==> config.mk <==
export PLATFORM = sky130hd
export DESIGN_NAME = seg_scan_capture_flat
export DESIGN_NICKNAME = d
export VERILOG_FILES = /design/src/rtl/seg_scan_pkg.sv /design/src/rtl/seg_scan_capture_if.sv /design/src/rtl/seg_symbol_decode.sv /design/src/rtl/seg_scan_capture.sv /design/src/flat_wrapper.sv
export SDC_FILE = /design/constraint.sdc
export NUM_CORES = 1
export LEC_CHECK = 0
export BUFFER_PORTS_ARGS = -buffer_cell sky130_fd_sc_hd__buf_2
export CORE_MARGIN = 2
export CORE_UTILIZATION = 55
export DETAILED_ROUTE_END_ITERATION = 8
export PLACE_DENSITY = 0.73
export SYNTH_ARGS = -nofsm -noshare
export SYNTH_HDL_FRONTEND = slang
export SYNTH_SLANG_ARGS = --single-unit
==> constraint.sdc <==
create_clock -name clk -period 4.4 [get_ports clk]
set_input_delay 0.66 -clock clk [delete_from_list [all_inputs] [get_ports clk]]
set_output_delay 0.66 -clock clk [all_outputs]
set_load 0.02 [all_outputs]
==> src/rtl/seg_scan_pkg.sv <==
// Shared symbol codes, segment patterns and anode encodings for the
// seven-segment display capture/drive blocks.
package seg_scan_pkg;

  typedef logic [4:0] sym_t;

  localparam sym_t SYM_BLANK = 5'd0;
  localparam sym_t SYM_P     = 5'd17;
  localparam sym_t SYM_L     = 5'd18;
  localparam sym_t SYM_H     = 5'd19;
  localparam sym_t SYM_DASH  = 5'd20;
  localparam sym_t SYM_BAD   = 5'd31;

  // Active-low abcdefg patterns; bit6 = a, bit0 = g.
  localparam logic [6:0] SEG_OFF  = 7'b1111111;
  localparam logic [6:0] SEG_P    = 7'b0011000;
  localparam logic [6:0] SEG_L    = 7'b1110001;
  localparam logic [6:0] SEG_H    = 7'b1001000;
  localparam logic [6:0] SEG_DASH = 7'b1111110;

  // Entry n is the pattern for hex value n (symbol code n+1).
  localparam logic [15:0][6:0] SEG_HEX = {
    7'b0111000, 7'b0110000, 7'b1000010, 7'b0110001,
    7'b1100000, 7'b0001000, 7'b0000100, 7'b0000000,
    7'b0001111, 7'b0100000, 7'b0100100, 7'b1001100,
    7'b0000110, 7'b0010010, 7'b1001111, 7'b0000001
  };

  localparam logic [3:0] AN_D0   = 4'b1110;
  localparam logic [3:0] AN_D1   = 4'b1101;
  localparam logic [3:0] AN_D2   = 4'b1011;
  localparam logic [3:0] AN_D3   = 4'b0111;
  localparam logic [3:0] AN_IDLE = 4'b1111;

  function automatic logic an_one_cold(logic [3:0] an_n);
    return $countones(~an_n) == 1;
  endfunction

  function automatic logic [1:0] an_index(logic [3:0] an_n);
    logic [1:0] idx;
    idx = '0;
    for (int i = 0; i < 4; i++) if (!an_n[i]) idx = 2'(i);
    return idx;
  endfunction

endpackage

==> src/rtl/seg_scan_capture_if.sv <==
// Display lines into the capture block and reconstructed digits out.
// order_error exists only when SCAN_ORDER_CHECK_EN is defined.
interface seg_scan_capture_if;
  logic [3:0]  an_n;
  logic [6:0]  seg_n;
  logic [19:0] digits;
  logic        digits_valid;
  logic        update;
  logic        bad_pattern;
  logic        link_lost;
`ifdef SCAN_ORDER_CHECK_EN
  logic        order_error;
`endif

  modport master (
    output an_n, seg_n,
    input  digits, digits_valid, update, bad_pattern, link_lost
`ifdef SCAN_ORDER_CHECK_EN
    , input order_error
`endif
  );

  modport slave (
    input  an_n, seg_n,
    output digits, digits_valid, update, bad_pattern, link_lost
`ifdef SCAN_ORDER_CHECK_EN
    , output order_error
`endif
  );
endinterface

==> src/rtl/seg_symbol_decode.sv <==
// Combinational active-low segment pattern to game symbol code lookup.
module seg_symbol_decode
  import seg_scan_pkg::*;
(
  input  logic [6:0] seg_n_i,
  output sym_t       code_o,
  output logic       bad_o
);
  always_comb begin
    code_o = SYM_BAD;
    case (seg_n_i)
      SEG_OFF:  code_o = SYM_BLANK;
      SEG_P:    code_o = SYM_P;
      SEG_L:    code_o = SYM_L;
      SEG_H:    code_o = SYM_H;
      SEG_DASH: code_o = SYM_DASH;
      default:  code_o = SYM_BAD;
    endcase
    for (int h = 0; h < 16; h++)
      if (seg_n_i == SEG_HEX[h]) code_o = sym_t'(h + 1);
    bad_o = (code_o == SYM_BAD);
  end
endmodule

==> src/rtl/seg_scan_capture.sv <==
// Captures a scanning 4-digit seven-segment display back into symbol codes,
// with per-digit debounce and link timeout. Optional: SCAN_ORDER_CHECK_EN.
module seg_scan_capture
  import seg_scan_pkg::*;
#(
  parameter int SETTLE_CYCLES = 16,
  parameter int CONFIRM       = 3,
  parameter int TIMEOUT       = 1000000,
  parameter int CNT_W         = 20
) (
  input  logic               clk,
  input  logic               rst_n,
  seg_scan_capture_if.slave  bus
);
  localparam int         NUM_DIG = 4;
  localparam logic [2:0] CONF    = 3'(CONFIRM);

  logic [3:0]       an_s1_q, an_s2_q, an_prev_q;
  logic [6:0]       seg_s1_q, seg_s2_q;
  logic [CNT_W-1:0] dwell_q, dwell_d, to_q, to_d;
  logic             sample, expire;
  logic [1:0]       idx;
  sym_t             code;
  logic             code_bad;

  logic [NUM_DIG-1:0][4:0] cand_q, cand_d, com_q, com_d;
  logic [NUM_DIG-1:0][2:0] agree_q, agree_d;
  logic [NUM_DIG-1:0]      seen_q, seen_d;
  logic                    chg;
  logic                    link_lost_q, link_lost_d, update_q, update_d;

  seg_symbol_decode u_dec (.seg_n_i(seg_s2_q), .code_o(code), .bad_o(code_bad));

  assign idx = an_index(an_s2_q);

  // One sample per anode visit: dwell saturates past the settle point.
  always_comb begin
    dwell_d = dwell_q;
    if (an_s2_q != an_prev_q)      dwell_d = '0;
    else if (dwell_q != '1)        dwell_d = dwell_q + CNT_W'(1);
    sample = (an_s2_q == an_prev_q) && (dwell_q == CNT_W'(SETTLE_CYCLES - 1))
             && an_one_cold(an_s2_q);
    expire = !sample && (to_q == CNT_W'(TIMEOUT - 1));
    to_d   = sample ? '0 : (expire ? to_q : to_q + CNT_W'(1));
    link_lost_d = sample ? 1'b0 : (expire ? 1'b1 : link_lost_q);
  end

  always_comb begin
    cand_d  = cand_q;
    agree_d = agree_q;
    com_d   = com_q;
    seen_d  = seen_q;
    chg     = 1'b0;
    for (int i = 0; i < NUM_DIG; i++) begin
      if (sample && idx == 2'(i)) begin
        if (code == cand_q[i]) begin
          if (agree_q[i] != CONF) agree_d[i] = agree_q[i] + 3'd1;
        end else begin
          cand_d[i]  = code;
          agree_d[i] = 3'd1;
        end
        if (agree_d[i] == CONF) begin
          chg       = (com_q[i] != code);
          com_d[i]  = code;
          seen_d[i] = 1'b1;
        end
      end else if (expire) begin
        agree_d[i] = '0;
        seen_d[i]  = 1'b0;
      end
    end
    update_d = (chg && (&seen_q)) || ((&seen_d) && !(&seen_q));
  end

  always_ff @(posedge clk) begin
    if (!rst_n) begin
      an_s1_q     <= AN_IDLE;
      an_s2_q     <= AN_IDLE;
      an_prev_q   <= AN_IDLE;
      seg_s1_q    <= SEG_OFF;
      seg_s2_q    <= SEG_OFF;
      dwell_q     <= '0;
      to_q        <= '0;
      cand_q      <= '0;
      agree_q     <= '0;
      com_q       <= '0;
      seen_q      <= '0;
      link_lost_q <= 1'b0;
      update_q    <= 1'b0;
    end else begin
      an_s1_q     <= bus.an_n;
      an_s2_q     <= an_s1_q;
      an_prev_q   <= an_s2_q;
      seg_s1_q    <= bus.seg_n;
      seg_s2_q    <= seg_s1_q;
      dwell_q     <= dwell_d;
      to_q        <= to_d;
      cand_q      <= cand_d;
      agree_q     <= agree_d;
      com_q       <= com_d;
      seen_q      <= seen_d;
      link_lost_q <= link_lost_d;
      update_q    <= update_d;
    end
  end

  assign bus.digits       = com_q;
  assign bus.digits_valid = &seen_q;
  assign bus.update       = update_q;
  assign bus.bad_pattern  = sample && code_bad;
  assign bus.link_lost    = link_lost_q;

`ifdef SCAN_ORDER_CHECK_EN
  // Expected successor is idx+1 mod 4; resync to whatever was sampled.
  logic [1:0] last_q;
  logic       have_last_q;

  always_ff @(posedge clk) begin
    if (!rst_n) begin
      last_q      <= '0;
      have_last_q <= 1'b0;
    end else if (sample) begin
      last_q      <= idx;
      have_last_q <= 1'b1;
    end else if (expire) begin
      have_last_q <= 1'b0;
    end
  end

  assign bus.order_error = sample && have_last_q && (idx != last_q + 2'd1);
`endif
endmodule

==> src/flat_wrapper.sv <==
// flat-port wrapper written by rule: the top's interface ports become plain ports
module seg_scan_capture_flat import seg_scan_pkg::*;
#(
  parameter int SETTLE_CYCLES = 16,
  parameter int CONFIRM       = 3,
  parameter int TIMEOUT       = 1000000,
  parameter int CNT_W         = 20
)
  (clk, rst_n, bus_an_n, bus_seg_n, bus_digits, bus_digits_valid, bus_update, bus_bad_pattern, bus_link_lost);
  seg_scan_capture_if bus_i ();
  input  logic clk;
  input  logic rst_n;
  input wire logic [$bits(bus_i.an_n)-1:0] bus_an_n;
  input wire logic [$bits(bus_i.seg_n)-1:0] bus_seg_n;
  output wire logic [$bits(bus_i.digits)-1:0] bus_digits;
  output wire logic [$bits(bus_i.digits_valid)-1:0] bus_digits_valid;
  output wire logic [$bits(bus_i.update)-1:0] bus_update;
  output wire logic [$bits(bus_i.bad_pattern)-1:0] bus_bad_pattern;
  output wire logic [$bits(bus_i.link_lost)-1:0] bus_link_lost;
  assign bus_i.an_n = bus_an_n;
  assign bus_i.seg_n = bus_seg_n;
  assign bus_digits = bus_i.digits;
  assign bus_digits_valid = bus_i.digits_valid;
  assign bus_update = bus_i.update;
  assign bus_bad_pattern = bus_i.bad_pattern;
  assign bus_link_lost = bus_i.link_lost;
  seg_scan_capture #(.SETTLE_CYCLES(SETTLE_CYCLES), .CONFIRM(CONFIRM), .TIMEOUT(TIMEOUT), .CNT_W(CNT_W)) u_core (.clk(clk), .rst_n(rst_n), .bus(bus_i));
endmodule
**Word-level counts from Yosys, hierarchy flattened**

Cells that the tools add are included.
W data, S select, Z words.

- Muxes and demuxes: 57
- Bitwise logic cells: 6
- Add/sub/neg operators: 9
- Eq/ne operators: 46
- Reduce and logical (&&, ||, !) cells: 31

Operator list:

| operator | count |
|---|---|
| $mux W5 | 16 |
| $eq A7 B7 Y1 const B | 8 |
| $mux W3 | 17 |
| $add A20 B1 Y20 const B | 2 |
| $eq A7 B6 Y1 const B | 5 |
| $add A32 B32 Y32 | 1 |
| $eq A32 B2 Y1 const B | 1 |
| $pmux W5 S5 | 1 |
| $mux W1 | 21 |
| $eq A20 B20 Y1 const B | 1 |
| $eq A20 B4 Y1 const B | 1 |
| $eq A5 B5 Y1 | 4 |
| $ne A20 B20 Y1 const B | 1 |
| $ne A5 B5 Y1 | 4 |
| $reduce_and A2 Y1 | 8 |
| $eq A7 B3 Y1 const B | 2 |
| $eq A7 B4 Y1 const B | 2 |
| $eq A7 B5 Y1 const B | 2 |
| $add A3 B1 Y3 const B | 4 |
| $eq A3 B2 Y1 const B | 4 |
| $ne A3 B2 Y1 const B | 4 |
| $logic_and A1 B1 Y1 | 10 |
| $reduce_and A4 Y1 | 2 |
| $reduce_bool A2 Y1 | 4 |
| 15 further kinds | 24 |

- Logic and storage cells: 171
- Input bits: 13
- Register bits: 124

**Logic depth before layout (Yosys ltp)**

- Word-level depth: 32
- Depth in mapped cells: 13
- Mapped depth without buffers: 13

**By module**

From an unflattened synthesis, not the netlist that was laid out.

- Cell total of the unflattened synthesis: 707
- Area total of the unflattened synthesis: 6,128.4 um^2

By module, submodules not included:

| module | times used | sequential area each (um^2) | cells an instance | area an instance (um^2) |
|---|---|---|---|---|
| seg_scan_capture | 1 | 2,482.4 | 634 | 5,641.7 |
| seg_symbol_decode | 1 | 0.0 | 73 | 486.7 |

**Least setup slack after synthesis**

OpenSTA, ideal clock, no wires.

- Kind: flip-flop to flip-flop
- From: reg u_core.an_s2_q[2]
- To: reg u_core.update_q (netlist: u_core.bus.update)
- Arrival time: 3.583 ns
- Required time: 4.282 ns
- Cell stages (with the launch flop): 12
- Period minus slack after synthesis: 3.700 ns
- Setup slack: 0.700 ns
- Path buffers: 0
- Setup time: 0.118 ns
- Cell sequence: dfxtp_1 -> inv_1 -> ha_1 -> ha_1 -> fa_1 -> nor4b_1 -> nand4_1 -> nor4_1 -> nor3b_1 -> nand4_4 -> or4_1 -> o2111a_1

- Cells in the longest elaborated chain, start to end: 15

RTL lines:

| item | RTL line | text |
|---|---|---|
| start: declaration | seg_scan_capture.sv:18 | `logic [3:0] an_s1_q, an_s2_q, an_prev_q;` |
| start signal: assignment | seg_scan_capture.sv:92 | `an_s2_q <= an_s1_q;` |
| $not A4 Y4 | seg_scan_pkg.sv:36 | `return $countones(~an_n) == 1;` |
| $add A1 B1 Y2 (implied by the code) | seg_scan_pkg.sv:36 |  |
| $add A32 B32 Y32 (implied by the code) | seg_scan_pkg.sv:36 |  |
| $eq A32 B2 Y1 | seg_scan_pkg.sv:36 |  |
| $logic_and A1 B1 Y1 | seg_scan_capture.sv:42 | `&& an_one_cold(an_s2_q);` |
| $logic_and A1 B1 Y1 | seg_scan_capture.sv:55 | `if (sample && idx == 2'(i)) begin` |
| $mux W1 | seg_scan_capture.sv:55 |  |
| $mux W1 | seg_scan_capture.sv:62 | `if (agree_d[i] == CONF) begin` |
| $mux W1 | seg_scan_capture.sv:55 |  |
| $mux W1 | seg_scan_capture.sv:62 |  |
| $mux W1 | seg_scan_capture.sv:55 |  |
| $mux W1 | seg_scan_capture.sv:62 |  |
| $mux W1 | seg_scan_capture.sv:55 |  |
| $logic_and A1 B1 Y1 | seg_scan_capture.sv:72 | `update_d = (chg && (&seen_q)) \|\| ((&seen_d) && !(&seen_q));` |
| $logic_or A1 B1 Y1 * | seg_scan_capture.sv:72 |  |
| end signal: assignment | seg_scan_capture.sv:103 | `update_q <= update_d;` |
| end: declaration | seg_scan_capture.sv:30 | `logic link_lost_q, link_lost_d, update_q, update_d;` |

Mark *: on every way between the ends. The rest lies on a longest branch, timed or not.
A chain may end at the register's enable or synchronous reset.

**Worst setup path after layout**

Same ends and word-level chain as after synthesis.

==> impl_metrics.yaml <==
grt:
  grt_use_total: 0.239
  use_met3: 0.0497
  grt.met2_usage: 0.400
  use_met1: 0.307
  grt_max_degree: 55
  grt_antenna_before_repair: 0
  globalRoute.totalOverflow: 0
  peak_usage_layer_in_the_global_routing_report: "met2"
  grt_pass1_vias: 5326
  grt_pass1_wl_um: 24900
synth:
  synth_compound_area_frac: 0.123
  muxShareOfSynthArea: 0.0405
  synthesis.area_per_instance_um2: 8.46
  synth.most_common_cell: "sky130_fd_sc_hd__dfxtp_1"
  synth_top_family_by_area: "simple AND/OR/NAND/NOR gates"
  postSynth.asyncResetShare: 0
  synth-seq-cells: 124
  synth_sequential_area_ratio: 0.385
  synth_top_flop_cell: "sky130_fd_sc_hd__dfxtp_1"
  synth.cells.most_frequent: "sky130_fd_sc_hd__dfxtp_1 (124), sky130_fd_sc_hd__nand2_1 (89), sky130_fd_sc_hd__nor2_1 (83)"
  post_synth_instance_area_um2: 6450
  yosys.area_share.xor_xnor: 0.0909
  number_of_distinct_library_cell_variants_in_the_gate_level_netlist_after_synthesis: 76
  synth_area_leaders: "sky130_fd_sc_hd__dfxtp_1 (38%), sky130_fd_sc_hd__xor2_1 (5.6%), sky130_fd_sc_hd__nand2_1 (5.2%)"
  synth_cells: 763
  synth_simple_gate_area_share: 0.302
  synth_fp_nets: 788
  warnings_synthesis: 0
  yosys.area_share.adder: 0.0244
  synth_top_cell_area_share: 0.385
  synthDominantAreaCellType: "sky130_fd_sc_hd__dfxtp_1"
  synth-edff-count: 0
sta:
  maxSlewViolCount: 0
  min_period_over_period: 0.942
  hold_violations: 0
  grt_setup_unrepaired: "false"
  postLayoutSetupSlackWorst_ns: 0.257
  report.final.setup_viol: 0
  max_freq_ghz: 0.241
  finalCriticalPeriod_ns: 4.14
  fin_worst_skew_ns: 0.00701
  setup-tns-final_ns: 0
  worst_slew_pin_slew_ns: 0.930
  maxSlewHeadroom: 0.380
route:
  first_iter_violations: 551
  drc: 0
  routedWlPerCell_um: 15.3
  finalWirelength_um: 14400
  route.antenna.remaining_nets: 0
  drt_pass1_iterations: 5
  routed_via_density: 5.84
  vias: 5515
floorplan:
  floorplan.rows: 39
  num_io_pins: 37
  initial_utilization: 0.565
  die_w_um: 112
  chipHeight_um: 112
  floorplan.die_area_um2: 12600
  core_area_um2: 11400
power:
  netSwitchingFraction: 0.228
  switching_power_summed_over_all_nets_w: 0.000607
  finalPower_w: 0.00267
  vdd_ir_drop_max_v: 0.000279
  power.density_nw_per_um2: 365
  leakage_nw: 2.94
  cellInternalPower_w: 0.00206
  pwr-share-seq: 0.434
  p_clk_frac: 0.493
  power_frac_comb: 0.073
cts:
  cts.reportedPaths.clkPinSlew_ns: 0.05
  maximum_count_of_clock_buffers_along_a_single_path: 2
  holdBufCountCts: 0
  clk_tree_root_cell: "sky130_fd_sc_hd__clkbuf_16"
  resized_gates_after_cts: 0
  clock_buffer_count_from_cts: 17
  post-cts-setup-buffers: 0
  clk_latency_ns: 0.41
  cts_sinks: 124
  cts_htree_levels: 4
  cts_tree: "built"
worst_setup_path:
  critical_path.top_delay_family: "simple AND/OR/NAND/NOR gates"
  worstSetupStartpointType: "register"
  slowest_stage: "sky130_fd_sc_hd__nor3b_1"
  type_of_the_setup_path_with_the_least_slack: "register to register"
  worst-path-max-fanout: 8
  cp.arrival_ns: 4.45
  worst_setup_path_end_kind: "register"
  critical_path_required_ns: 4.70
  cpPeakStageDelay_ns: 0.60
  critical_path_buf_inv_count: 2
  critical_path_cell_by_cell: "inv_1 > ha_1 > ha_1 > fa_1 > nor4b_1 > nand4_1 > nor4_1 > buf_4 > nor3b_1 > nand4_4 > or4_1 > o2111a_1"
  crit_path_frequent_cell: "sky130_fd_sc_hd__ha_1"
final_layout:
  post_route_cells_drive_above_1_share: 0.124
  flow.area_growth_from_synthesis_pct: 13.1
  final_nets: 816
  multiInputGateArea_um2: 3760
  regArea_um2: 2480
  fill_cells: 967
  insertedDiodeCount: 0
min_path:
  hold_class: "register to register"
placed_design:
  finalWeightedCongestion: 0.805
  io_buffer_count: 36
  dp_hpwl_um: 10100
  post-place-ws_ns: 0.398
run:
  drv.max_cap_violation_count: 0
run_status:
  outcome: "complete, no violations"
[power groups by stage]
stage | Sequential (W) | Clock, W | Combinational (W)
after floorplan | 0.00117 | 0 | 0.000152
after global placement | 0.00118 | 0 | 0.000188
after detailed placement | 0.00118 | 0 | 0.000193
after CTS | 0.00116 | 0.00133 | 0.000195
after global routing | 0.00116 | 0.00138 | 0.000215
final | 0.00116 | 0.00131 | 0.000195
[registers in the layout, indices dropped and copies added (netlist names)]
register	flops
u_core.seg_s2_q	7
u_core.seg_s1_q	7
u_core.bus.link_lost	1
u_core.an_prev_q	4
u_core.cand_q	20
u_core.an_s1_q	4
u_core.seen_q	4
u_core.bus.digits	20
u_core.to_q	20
u_core.an_s2_q	4
u_core.bus.update	1
u_core.agree_q	12
u_core.dwell_q	20
[per-stage QoR]
| stage | hold slack (ns) | cell area, µm² | std cells | utilization |
|---|---|---|---|---|
| floorplan | 0.386 | 6450 | 763 | - |
| global placement | 0.397 | 6750 | 915 | 0.591 |
| detailed placement | 0.395 | 6750 | 915 | 0.591 |
| CTS | 0.409 | 7300 | 944 | 0.639 |
| global route | 0.411 | 7300 | 944 | 0.639 |
| finish | 0.405 | 7300 | 944 | 0.639 |
[layer usage]
layer | up-vias | routed length (µm)
li1 | 2748 | -
met1 | 2630 | 6670
met2 | 121 | 7050
met3 | 16 | 494
met4 | 0 | 237
met5 | - | 0
[cell type report]
class                      count  area share
multi-input combinational    587       0.515
sequential                   124       0.340
clock buffer                  21      0.0631
timing repair buffer          49      0.0380
tap                          143      0.0245
clock inverter                 8      0.0130
inverter                      12     0.00617
[final timing paths]
path	start	end	slack, ns	cells past startpoint
setup / recovery	u_core.an_s2_q[2]	u_core.bus.update	0.26	12
hold / removal	u_core.seg_s1_q[4]	u_core.seg_s2_q[4]	0.40	1
setup reg to reg	u_core.an_s2_q[2]	u_core.bus.update	0.26	12
hold reg to reg	u_core.seg_s1_q[4]	u_core.seg_s2_q[4]	0.40	1
[cell families (layout without fill, tap and decap cells)]
group / count (synthesis) / in the layout
buf+inv: 52 / 90
xor+xnor: 67 / 67
compound gates: 116 / 116
simple gates: 366 / 366
mux: 26 / 26
flops: 124 / 124
fa+ha+maj: 12 / 12
[cells in the final DEF (no fill, tap or decap), types with 4 or more instances in the layout]
master                      Yosys  layout
sky130_fd_sc_hd__dfxtp_1      124     124
sky130_fd_sc_hd__nor3_1        21      20
sky130_fd_sc_hd__mux2i_1       25      25
sky130_fd_sc_hd__buf_2          9      36
sky130_fd_sc_hd__a21oi_1       46      46
sky130_fd_sc_hd__nand3_1       29      29
sky130_fd_sc_hd__inv_1         11      11
sky130_fd_sc_hd__nor4b_1        9       9
sky130_fd_sc_hd__buf_4          2      13
sky130_fd_sc_hd__o21ai_0       18      18
sky130_fd_sc_hd__xnor2_1       26      26
sky130_fd_sc_hd__ha_1          11      11
sky130_fd_sc_hd__nand2b_1      29      29
sky130_fd_sc_hd__a31oi_1        8       8
sky130_fd_sc_hd__clkinv_2       0       4
sky130_fd_sc_hd__and4_1         6       6
sky130_fd_sc_hd__or3_1          6       6
sky130_fd_sc_hd__nand4_1       16      16
sky130_fd_sc_hd__and3_1        14      14
sky130_fd_sc_hd__a211o_1        4       4
sky130_fd_sc_hd__or4_1          8       8
sky130_fd_sc_hd__nor4_1         7       7
sky130_fd_sc_hd__nor2b_1       14      14
sky130_fd_sc_hd__nand2_1       89      89
sky130_fd_sc_hd__xor2_1        41      41
sky130_fd_sc_hd__o21bai_1       4       4
sky130_fd_sc_hd__nor2_1        83      83
sky130_fd_sc_hd__clkbuf_16      0      17
sky130_fd_sc_hd__nor3b_1        6       6
sky130_fd_sc_hd__or2_2          5       5
[worst reg2reg max path, delay by kind of cell, from the launching register on]
family / cells / cell delay, ns
AO/OA/AOI/OAI: 1 / 0.13
buffers and inverters: 2 / 0.33
AND/OR/NAND/NOR: 6 / 2.18
adder cells (fa/ha/maj): 3 / 1.01
flip-flops: 1 / 0.41
Power figures use the tool's default switching activity.
